File: config.mk
export PLATFORM = sky130hd
export DESIGN_NAME = mem_port_arbiter
export DESIGN_NICKNAME = d
export VERILOG_FILES = /design/src/rtl/mem_port_arbiter.sv
export SDC_FILE = /design/constraint.sdc
export NUM_CORES = 1
export LEC_CHECK = 0
export CORE_MARGIN = 5
export CORE_UTILIZATION = 32
export DETAILED_ROUTE_END_ITERATION = 7
export PLACE_DENSITY = 0.76
export SETUP_SLACK_MARGIN = 0.1
export SYNTH_ARGS = -nofsm -noshare
export SYNTH_HDL_FRONTEND = slang
export SYNTH_SLANG_ARGS = --single-unit
File: constraint.sdc
create_clock -name clk -period 1.7 [get_ports clk]
set_clock_uncertainty 0.2 [all_clocks]
set_input_delay 0.17 -clock clk [delete_from_list [all_inputs] [get_ports clk]]
set_output_delay 0.17 -clock clk [all_outputs]
set_load 0.02 [all_outputs]
File: src/rtl/mem_port_arbiter.sv
// Arbiter sharing the unified memory port between instruction fetch and data access.
// Optional MEMARB_ROUND_ROBIN_EN alternates grants under contention; default is DM-over-IF priority.
module mem_port_arbiter #(
    parameter int MEM_LATENCY = 2,
    parameter int CNT_W       = 4
) (
    input  logic        clk,
    input  logic        rst_n,
    input  logic        if_req,
    input  logic [31:0] if_addr,
    output logic        if_done,
    output logic [31:0] if_rdata,
    input  logic        dm_req,
    input  logic        dm_we,
    input  logic [31:0] dm_wdata,
    output logic        dm_done,
    output logic [31:0] dm_rdata,
    output logic        addr_sel,
    output logic        mem_en,
    output logic        mem_we,
    output logic [31:0] mem_wdata,
    input  logic [31:0] mem_rdata,
    output logic        busy
);

    typedef enum logic [1:0] {S_IDLE, S_ACCESS, S_DONE} state_t;

    localparam logic [CNT_W-1:0] CNT_INIT = CNT_W'(MEM_LATENCY - 1);

    state_t           state, state_nx;
    logic             owner;      // 0 = IF, 1 = DM; drives addr_sel directly
    logic             owner_we;   // store flag latched at grant
    logic             grant_dm;
    logic [CNT_W-1:0] cnt;

`ifdef MEMARB_ROUND_ROBIN_EN
    logic last_owner;
    // Under contention the grant goes to whoever did not win last time.
    always_comb grant_dm = dm_req && (!if_req || !last_owner);
`else
    always_comb grant_dm = dm_req;
`endif

    always_comb begin
        state_nx = state;
        case (state)
            S_IDLE:   if (if_req || dm_req) state_nx = S_ACCESS;
            S_ACCESS: if (cnt == '0) state_nx = S_DONE;
            S_DONE:   state_nx = S_IDLE;
            default:  state_nx = S_IDLE;
        endcase
    end

    always_ff @(posedge clk) begin
        if (!rst_n) begin
            state    <= S_IDLE;
            owner    <= 1'b0;
            owner_we <= 1'b0;
            cnt      <= '0;
            if_rdata <= '0;
            dm_rdata <= '0;
`ifdef MEMARB_ROUND_ROBIN_EN
            last_owner <= 1'b0;
`endif
        end else begin
            state <= state_nx;
            case (state)
                S_IDLE: if (if_req || dm_req) begin
                    owner    <= grant_dm;
                    owner_we <= grant_dm && dm_we;
                    cnt      <= CNT_INIT;
`ifdef MEMARB_ROUND_ROBIN_EN
                    last_owner <= grant_dm;
`endif
                end
                S_ACCESS: begin
                    if (cnt != '0)
                        cnt <= cnt - CNT_W'(1);
                    else if (!owner)
                        if_rdata <= mem_rdata;
                    else if (!owner_we)
                        dm_rdata <= mem_rdata;
                end
                default: ;
            endcase
        end
    end

    // Owner only changes on grant, so the address mux is stable through the access.
    assign addr_sel  = owner;
    assign mem_en    = (state == S_ACCESS);
    assign mem_we    = mem_en && owner && owner_we;
    assign mem_wdata = (mem_en && owner) ? dm_wdata : '0;
    assign if_done   = (state == S_DONE) && !owner;
    assign dm_done   = (state == S_DONE) && owner;
    assign busy      = (state != S_IDLE);

endmodule
# == Word-level counts from Yosys, hierarchy flattened ==
# Cells that the tools add are included.
# word_totals
input_bits,101
register_bits,72
# op_classes
n_eq_ne,5
addsub,1
n_bitwise,3
muxes,7
reduce_logical,17
# op_table
operator,n
2-to-1 mux 32 bit,1
2-to-1 mux 4 bit,2
one-hot mux 4 bit (2 select lines),1
AND reduction 3 bit,2
logical AND 1 bit,5
logical NOT 4 bit,1
2-to-1 mux 2 bit,2
"inequality test 2 x 1 -> 1 bit, second input constant",2
one-hot mux 2 bit (2 select lines),1
AND reduction 2 bit,2
AND reduction 4 bit,1
nonzero test 2 bit,2
nonzero test 4 bit,1
"subtractor 4 x 1 -> 4 bit, second input constant",1
inverter 1 bit,3
"equality test 2 x 1 -> 1 bit, second input constant",1
"equality test 2 bit, second input constant",1
logical NOT 2 bit,1
"inequality test 2 bit, second input constant",1
logical NOT 1 bit,1
logical OR 1 bit,1

# == Depth between registers and ports, before layout ==
# Gate-level depths: netlist of run 1.
# logic_depth
ltp_word,3
mapped_depth,6

# == Worst setup path before layout of run 1 ==
# OpenSTA, ideal clock, no wires.
# synth_path
path_type,reg-to-reg
from,reg cnt[0]
to,reg if_rdata[10]
setup_slack_ps,-106
setup_ps,72
period_less_slack_ps,1806
path_buffers,1
arrival_ps,1535
stages_incl_launch_ff,7
required_time_ps,1428
path_cell_list,dfxtp_1 > inv_1 > ha_1 > or3b_1 > nor3_4 > buf_6 > mux2i_1
# synth_between
elab_chain_len,3
# synth_rtl
element,line_no,rtl
from (decl),34,logic [CNT_W-1:0] cnt;
from (signal assigned),78,cnt <= cnt - CNT_W'(1);
nonzero test 4 bit,77,if (cnt != '0)
inverter 1 bit (no source line),--,
AND reduction 3 bit (no source line),--,
to (signal assigned),80,if_rdata <= mem_rdata;
to (decl),12,"output logic [31:0] if_rdata,"
# No other way between the ends.
# A chain may end at the register's enable or synchronous reset.

# == Worst setup path after layout of run 1 ==
# layout_path
from,reg cnt[0]
to,reg dm_rdata[9]
# layout_between
elab_chain_len,3
# layout_rtl
element,line_no,rtl
nonzero test 4 bit,77,
inverter 1 bit (no source line),--,
AND reduction 4 bit (no source line),--,
to (signal assigned),82,dm_rdata <= mem_rdata;
to (decl),17,"output logic [31:0] dm_rdata,"
# No other way between the ends.

==> results of run 1 <==
-- kinds of logic (layout without fill, tap and decap cells) --
group / after synthesis / in the layout / synth area share, %
flops: 72 / 72 / 47.4
mux: 64 / 64 / 21.1
buf+inv: 31 / 234 / 4.82
simple gates: 147 / 147 / 23.1
compound gates: 13 / 13 / 2.72
fa+ha+maj: 2 / 2 / 0.823
-- through the flow --
stage / setup WS (ps) / cell area [um2] / power, mW / cells
floorplan: -87.4 / 3050 / 2.41 / 329
finish: -181 / 5770 / 4.59 / 661
global placement: -121 / 5010 / 2.96 / 625
CTS: -148 / 5640 / 4.54 / 660
global route: -250 / 5770 / 4.78 / 661
detailed placement: -180 / 5010 / 2.98 / 625
-- repair_timing --
item,CTS,global route
resized for setup,328,30
setup buffers,13,3
setup endpoints to repair,168,107
pin swaps,13,17
gates cloned,7,1
-- final cells by class --
| class | instances | area share, % |
|---|---|---|
| Timing Repair Buffer | 213 | 39.0 |
| Multi-Input combinational cell | 226 | 29.3 |
| Sequential cell | 72 | 25.1 |
| Tap cell | 129 | 2.80 |
| Clock buffer | 9 | 2.15 |
| Clock inverter | 6 | 1.17 |
| Inverter | 6 | 0.520 |
-- flip-flops by register name, summed over array words and instances (netlist names) --
signal	cells
addr_sel	1
cnt	4
dm_rdata	32
if_rdata	32
owner_we	1
state	2
-- power breakdown --
| group | leakage (nW) | switching [mW] | internal [mW] |
|---|---|---|---|
| combinational | 2.11 | 0.642 | 0.758 |
| sequential | 0.586 | 0.0576 | 1.79 |
| clock | 0.0921 | 0.669 | 0.677 |
| total | 2.79 | 1.37 | 3.22 |
-- path summary, 6_finish.rpt --
kind                             startpoint           end  slack (ps)  depth (start not counted)
worst max-delay path                 cnt[0]   dm_rdata[9]        -180                          8
worst min-delay path                  rst_n  if_rdata[28]          40                          3
worst min register to register  if_rdata[1]   if_rdata[1]         260                          2
worst max register to register       cnt[0]   dm_rdata[9]        -180                          8
-- per-layer routing --
| layer | vias up | GRT usage [%] | wire length [um] |
|---|---|---|---|
| met5 | - | 0 | 0 |
| met1 | 1440 | 18.3 | 4170 |
| li1 | 1506 | - | - |
| met2 | 98 | 31.5 | 5820 |
| met3 | 12 | 5.10 | 667 |
| met4 | 0 | 6.40 | 140 |
-- cell usage in the layout (no fill, tap or decap), types with 2 or more instances in the layout --
cell type / count
a21boi_0: 2
clkdlybuf4s50_1: 67
dlygate4sd2_1: 64
and3_4: 33
dfxtp_2: 4
clkbuf_8: 9
buf_6: 43
inv_1: 3
dfxtp_1: 67
buf_12: 11
clkinvlp_4: 2
buf_16: 4
inv_2: 2
o21ai_0: 5
buf_2: 2
mux2i_1: 64
buf_4: 19
inv_6: 2
nand2_1: 97
nand3_1: 2
or3_1: 2
-- tightest hold or removal path: cells and delay by family --
kind | cells | cell delay [ps]
buffers and inverters | 1 | 200
multiplexers | 1 | 50
AND/OR/NAND/NOR | 1 | 100
==> flow_metrics.env, run 1 <==
export IMPL_clk_path_buf_depth=2
export IMPL_synth_area_top_cells="dfxtp_1 47%, mux2i_1 21%, nand2_1 12%"
export IMPL_num_vias=3056
export IMPL_synth_edf_count=0
export IMPL_rsz0062_at_grt="yes"
export IMPL_ioPinCount=203
export IMPL_crit_path_top_delay_cell="dfxtp_2"
export IMPL_synth_cells=329
export IMPL_grt_first_pass_wirelength_mm=15.6
export IMPL_wl_per_cell_um=16.3
export IMPL_holdWs_ps=39.8
export IMPL_io_buffers=170
export IMPL_yosysMostFrequentCell="nand2_1"
export IMPL_clk_insertion_delay_late_ps=340
export IMPL_status="complete, but fails checks"
export IMPL_ir_drop_mv=0.399
export IMPL_grt_max_degree=52
export IMPL_synth_seq_area_share_pct=47.4
export IMPL_setup_viol=91
export IMPL_async_reset_ff_share_pct=0
export IMPL_grt_antenna_before_repair=0
export IMPL_crit_buf_inv=4
export IMPL_grt_usage_pct=17.1
export IMPL_setup_ws_ps=-181
export IMPL_cp_arrival_ps=1910
export IMPL_critPathTopFamily="buffers and inverters"
export IMPL_regArea_mm2=0.00145
export IMPL_gp_congestion=0.738
export IMPL_post_dp_hpwl_mm=6.90
export IMPL_cp_data_required_time_ps=1730
export IMPL_yosys_top_cells_count="97 x nand2_1, 72 x dfxtp_1, 64 x mux2i_1, 34 x and3_1, 18 x clkbuf_1"
export IMPL_finalCritPeriodShare_pct=111
export IMPL_final_util_pct=62.4
export IMPL_start_util_pct=32.9
export IMPL_yosysTopAreaCellShare_pct=47.4
export IMPL_dr_pass1_iters=4
export IMPL_fp_row_count=35
export IMPL_drv_slew=0
export IMPL_worst_slew_pin_slew_ps=375
export IMPL_leakage_nw=2.79
export IMPL_synth_nets=432
export IMPL_critPathCaptureType="flip-flop"
export IMPL_hold_path_class="input pin to flip-flop"
export IMPL_finalHoldViolations=0
export IMPL_fin_nets=631
export IMPL_remaining_drc_errors=0
export IMPL_drtAntennaViolNets=0
export IMPL_syn2layout_area_growth_pct=89.8
export IMPL_max_stage_delay_ps=330
export IMPL_htreeDepth=3
export IMPL_yosysUniqueCellTypes=29
export IMPL_vias_per_cell=4.62
export IMPL_synth_main_ff_cell="dfxtp_1"
export IMPL_drtIter0Drc=67
export IMPL_die_w_um=107
export IMPL_antenna_cells=0
export IMPL_grt_pass1_vias=3189
export IMPL_ys_ff_latch=72
export IMPL_cp_max_fo=5
export IMPL_syn_avg_cell_area_um2=9.24
export IMPL_clock_sinks=72
export IMPL_critPathKind="flip-flop to flip-flop"
export IMPL_cts_hold_buffers=0
export IMPL_wl_mm=10.8
export IMPL_worstSetupStartpointType="flip-flop"
export IMPL_fin_tns_setup_ps=-9940
export IMPL_synth_area_leader_cell="dfxtp_1"
export IMPL_overflow=0
export IMPL_design_core_area_mm2=0.00924
export IMPL_multi_input_area_mm2=0.00169
export IMPL_clock_root_buffer="clkbuf_8"
export IMPL_numCtsBuffers=9
export IMPL_drive_gt1_share_pct=27.8
export IMPL_yosysWarnings=0
export IMPL_die_area_mm2=0.0115
export IMPL_cts_tree="built"
export IMPL_violations="negative setup slack"
export IMPL_syn_area_mm2=0.00304
export IMPL_fillerInstances=750
export IMPL_fp_dieH_um=107
export IMPL_cap_viol_max_count=0
export IMPL_min_period_ps=1880
export IMPL_path_cells="inv_2 -> ha_4 -> buf_4 -> nor3b_4 -> nand4b_4 -> buf_12 -> buf_16 -> mux2i_1"
export IMPL_slew_headroom_pct=74.9
export IMPL_clkTransAtPathRegs_ps=80
export IMPL_p_per_area_mw_per_mm2=796
export IMPL_clock_fmax_mhz=532
Power figures use the tool's default switching activity.
==> run 2, diff against run 1 <==
--- a/config.mk
+++ b/config.mk
@@ -9,7 +9,7 @@
 export CORE_UTILIZATION = 32
 export DETAILED_ROUTE_END_ITERATION = 7
 export PLACE_DENSITY = 0.76
-export SETUP_SLACK_MARGIN = 0.1
+export SETUP_SLACK_MARGIN = 0.05
 export SYNTH_ARGS = -nofsm -noshare
 export SYNTH_HDL_FRONTEND = slang
 export SYNTH_SLANG_ARGS = --single-unit
==> run 2 against run 1 <==
Compared with the run above:
- design area fell by 2.6%
- largest power group unchanged
- first-iteration DRC count rose by 13%
- critical path type unchanged
- sequential cell count unchanged
- largest cell class unchanged
- highest routed layer unchanged
- setup slack got worse by 7.5 ps
- the flow still finishes with violations (negative setup slack)
- non-clock buffer count decreased by 10
- register-to-register slack barely moved
==> flow_metrics.env, run 2 (synthesis gave the netlist of run 1 again) <==
export IMPL_reg_largest_list="dm_rdata (32), if_rdata (32), cnt (4)"
export IMPL_worstSetupStartpointType="flip-flop"
export IMPL_io_buffers=170
export IMPL_clock_fmax_mhz=530
export IMPL_cts_hold_buffers=0
export IMPL_dp_cells=624
export IMPL_p_per_area_mw_per_mm2=807
export IMPL_start_util_pct=32.9
export IMPL_grt_pass1_vias=3119
export IMPL_rsz0062_at_grt="yes"
export IMPL_clk_insertion_delay_late_ps=340
export IMPL_clock_root_buffer="clkbuf_8"
export IMPL_status="complete, but fails checks"
export IMPL_cp_max_fo=7
export IMPL_post_dp_hpwl_mm=6.72
export IMPL_htreeDepth=3
export IMPL_path_cells="inv_2 -> ha_4 -> or3b_4 -> nor3_4 -> buf_6 -> clkbuf_16 -> mux2i_1"
export IMPL_final_cell_mix="97 x nand2_1, 67 x dfxtp_1, 67 x clkdlybuf4s50_1, 64 x dlygate4sd2_1, 62 x mux2i_1"
export IMPL_syn2layout_area_growth_pct=85.0
export IMPL_clkPwrFrac_pct=30.3
export IMPL_dr_pass1_iters=4
export IMPL_antenna_cells=0
export IMPL_num_vias=2990
export IMPL_cp_arrival_ps=1960
export IMPL_drive_gt1_share_pct=26.8
export IMPL_grt_usage_pct=16.3
export IMPL_wl_mm=10.2
export IMPL_multi_input_area_mm2=0.00167
export IMPL_fin_nets=621
export IMPL_max_stage_delay_ps=390
export IMPL_cap_viol_max_count=0
export IMPL_reg2reg_slack_ps=-190
export IMPL_slew_headroom_pct=73.5
export IMPL_design_core_area_mm2=0.00924
export IMPL_numCtsBuffers=9
export IMPL_wl_per_cell_um=15.7
export IMPL_p_seq_share_pct=40.6
export IMPL_ioPinCount=203
export IMPL_dpl_cell_area_mm2=0.00502
export IMPL_final_area_mm2=0.00562
export IMPL_gp_congestion=0.793
export IMPL_grt_antenna_before_repair=0
export IMPL_final_common_cell="nand2_1"
export IMPL_fillerInstances=786
export IMPL_drv_slew=0
export IMPL_drtIter0Drc=76
export IMPL_pwr_share_comb_pct=29.1
export IMPL_hp_start="rst_n"
export IMPL_leakage_nw=2.71
export IMPL_violations="negative setup slack"
export IMPL_critPathCaptureType="flip-flop"
export IMPL_regArea_mm2=0.00145
export IMPL_crit_path_top_delay_cell="or3b_4"
export IMPL_clkTransAtPathRegs_ps=80
export IMPL_min_period_ps=1890
export IMPL_switchingPower_mw=1.33
export IMPL_die_w_um=107
export IMPL_cp_data_required_time_ps=1770
export IMPL_worst_slew_pin_slew_ps=398
export IMPL_hold_path_class="input pin to flip-flop"
export IMPL_die_area_mm2=0.0115
export IMPL_ir_drop_mv=0.548
export IMPL_fin_tns_setup_ps=-9550
export IMPL_r2r_start="cnt[0]"
export IMPL_remaining_drc_errors=0
export IMPL_grt_first_pass_wirelength_mm=15.0
export IMPL_setup_viol=83
export IMPL_clock_sinks=72
export IMPL_clk_path_buf_depth=2
export IMPL_fin_cells=652
export IMPL_drtAntennaViolNets=0
export IMPL_fp_dieH_um=107
export IMPL_startpoint="cnt[0]"
export IMPL_switching_share_pct=29.2
export IMPL_grt_max_degree=104
export IMPL_finalHoldViolations=0
export IMPL_vias_per_cell=4.59
export IMPL_finalCritPeriodShare_pct=111
export IMPL_setup_ws_ps=-188
export IMPL_fp_row_count=35
export IMPL_overflow=0
export IMPL_cts_tree="built"
export IMPL_critPathKind="flip-flop to flip-flop"
export IMPL_p_int_mw=3.21
-- run 2: changes by cell type in the layout (fill, tap and decap cells not counted), moves of 2 or more --
cell     change
buf_6        -3
mux2i_1      -2
mux2i_2      +2
buf_2        +2
buf_12       -5
buf_4        -4
-- run 2: worst paths after layout --
path | depth (start not counted) | endpoint
min reg2reg | 2 | dm_rdata[9]
max reg2reg | 7 | if_rdata[9]
min | 4 | if_rdata[20]
max | 7 | if_rdata[9]
-- run 2: power groups by stage --
stage	sequential (mW)	combinational, mW	clock, mW
5_1_grt	1.86	1.40	1.51
3_3_place_gp	1.87	1.10	0
2_1_floorplan	1.98	0.430	0
3_5_place_dp	1.88	1.11	0
6_report	1.84	1.32	1.38
4_1_cts	1.84	1.25	1.42
-- run 2: stage by stage --
stage | total power [mW] | util (%) | worst slack [ps] | hold slack [ps]
after floorplan | 2.41 | - | -87.4 | 115
after CTS | 4.52 | 59.4 | -189 | 160
after global routing | 4.77 | 60.8 | -251 | 180
final | 4.54 | 60.8 | -188 | 172
after detailed placement | 2.99 | 54.3 | -192 | 249
after global placement | 2.97 | 54.3 | -130 | 243
-- run 2: layout make-up --
class                   instances  area share (%)
multi-input cells             226            29.8
clock inverters                 6            1.18
clock buffers                  10            2.45
well taps                     129            2.87
flip-flops and latches         72            25.8
repair buffers                203            37.5
inverters                       6           0.534
-- run 2: critical path, delay by kind of cell (launching register included) --
family	cells	cell delay, ps
AND/OR/NAND/NOR	2	540
buffers and inverters	3	430
adder cells (fa/ha/maj)	1	130
flip-flops	1	330
multiplexers	1	180
-- run 2: layer usage --
layer  vias up  global-route usage (%)  wire length (um)
met4         0                    5.41               240
met2       108                    28.9              5300
li1       1491                       -                 -
met5         -                       0                 0
met3        22                    5.64               746
met1      1369                    18.2              3960
-- run 2: timing repair --
action,4_1_cts,5_1_grt
endpoints found under the setup margin,167,104
endpoints found under the hold margin,0,0
resized for setup,321,20
pin swaps,10,10
gates cloned,4,2
buffers inserted,7,0
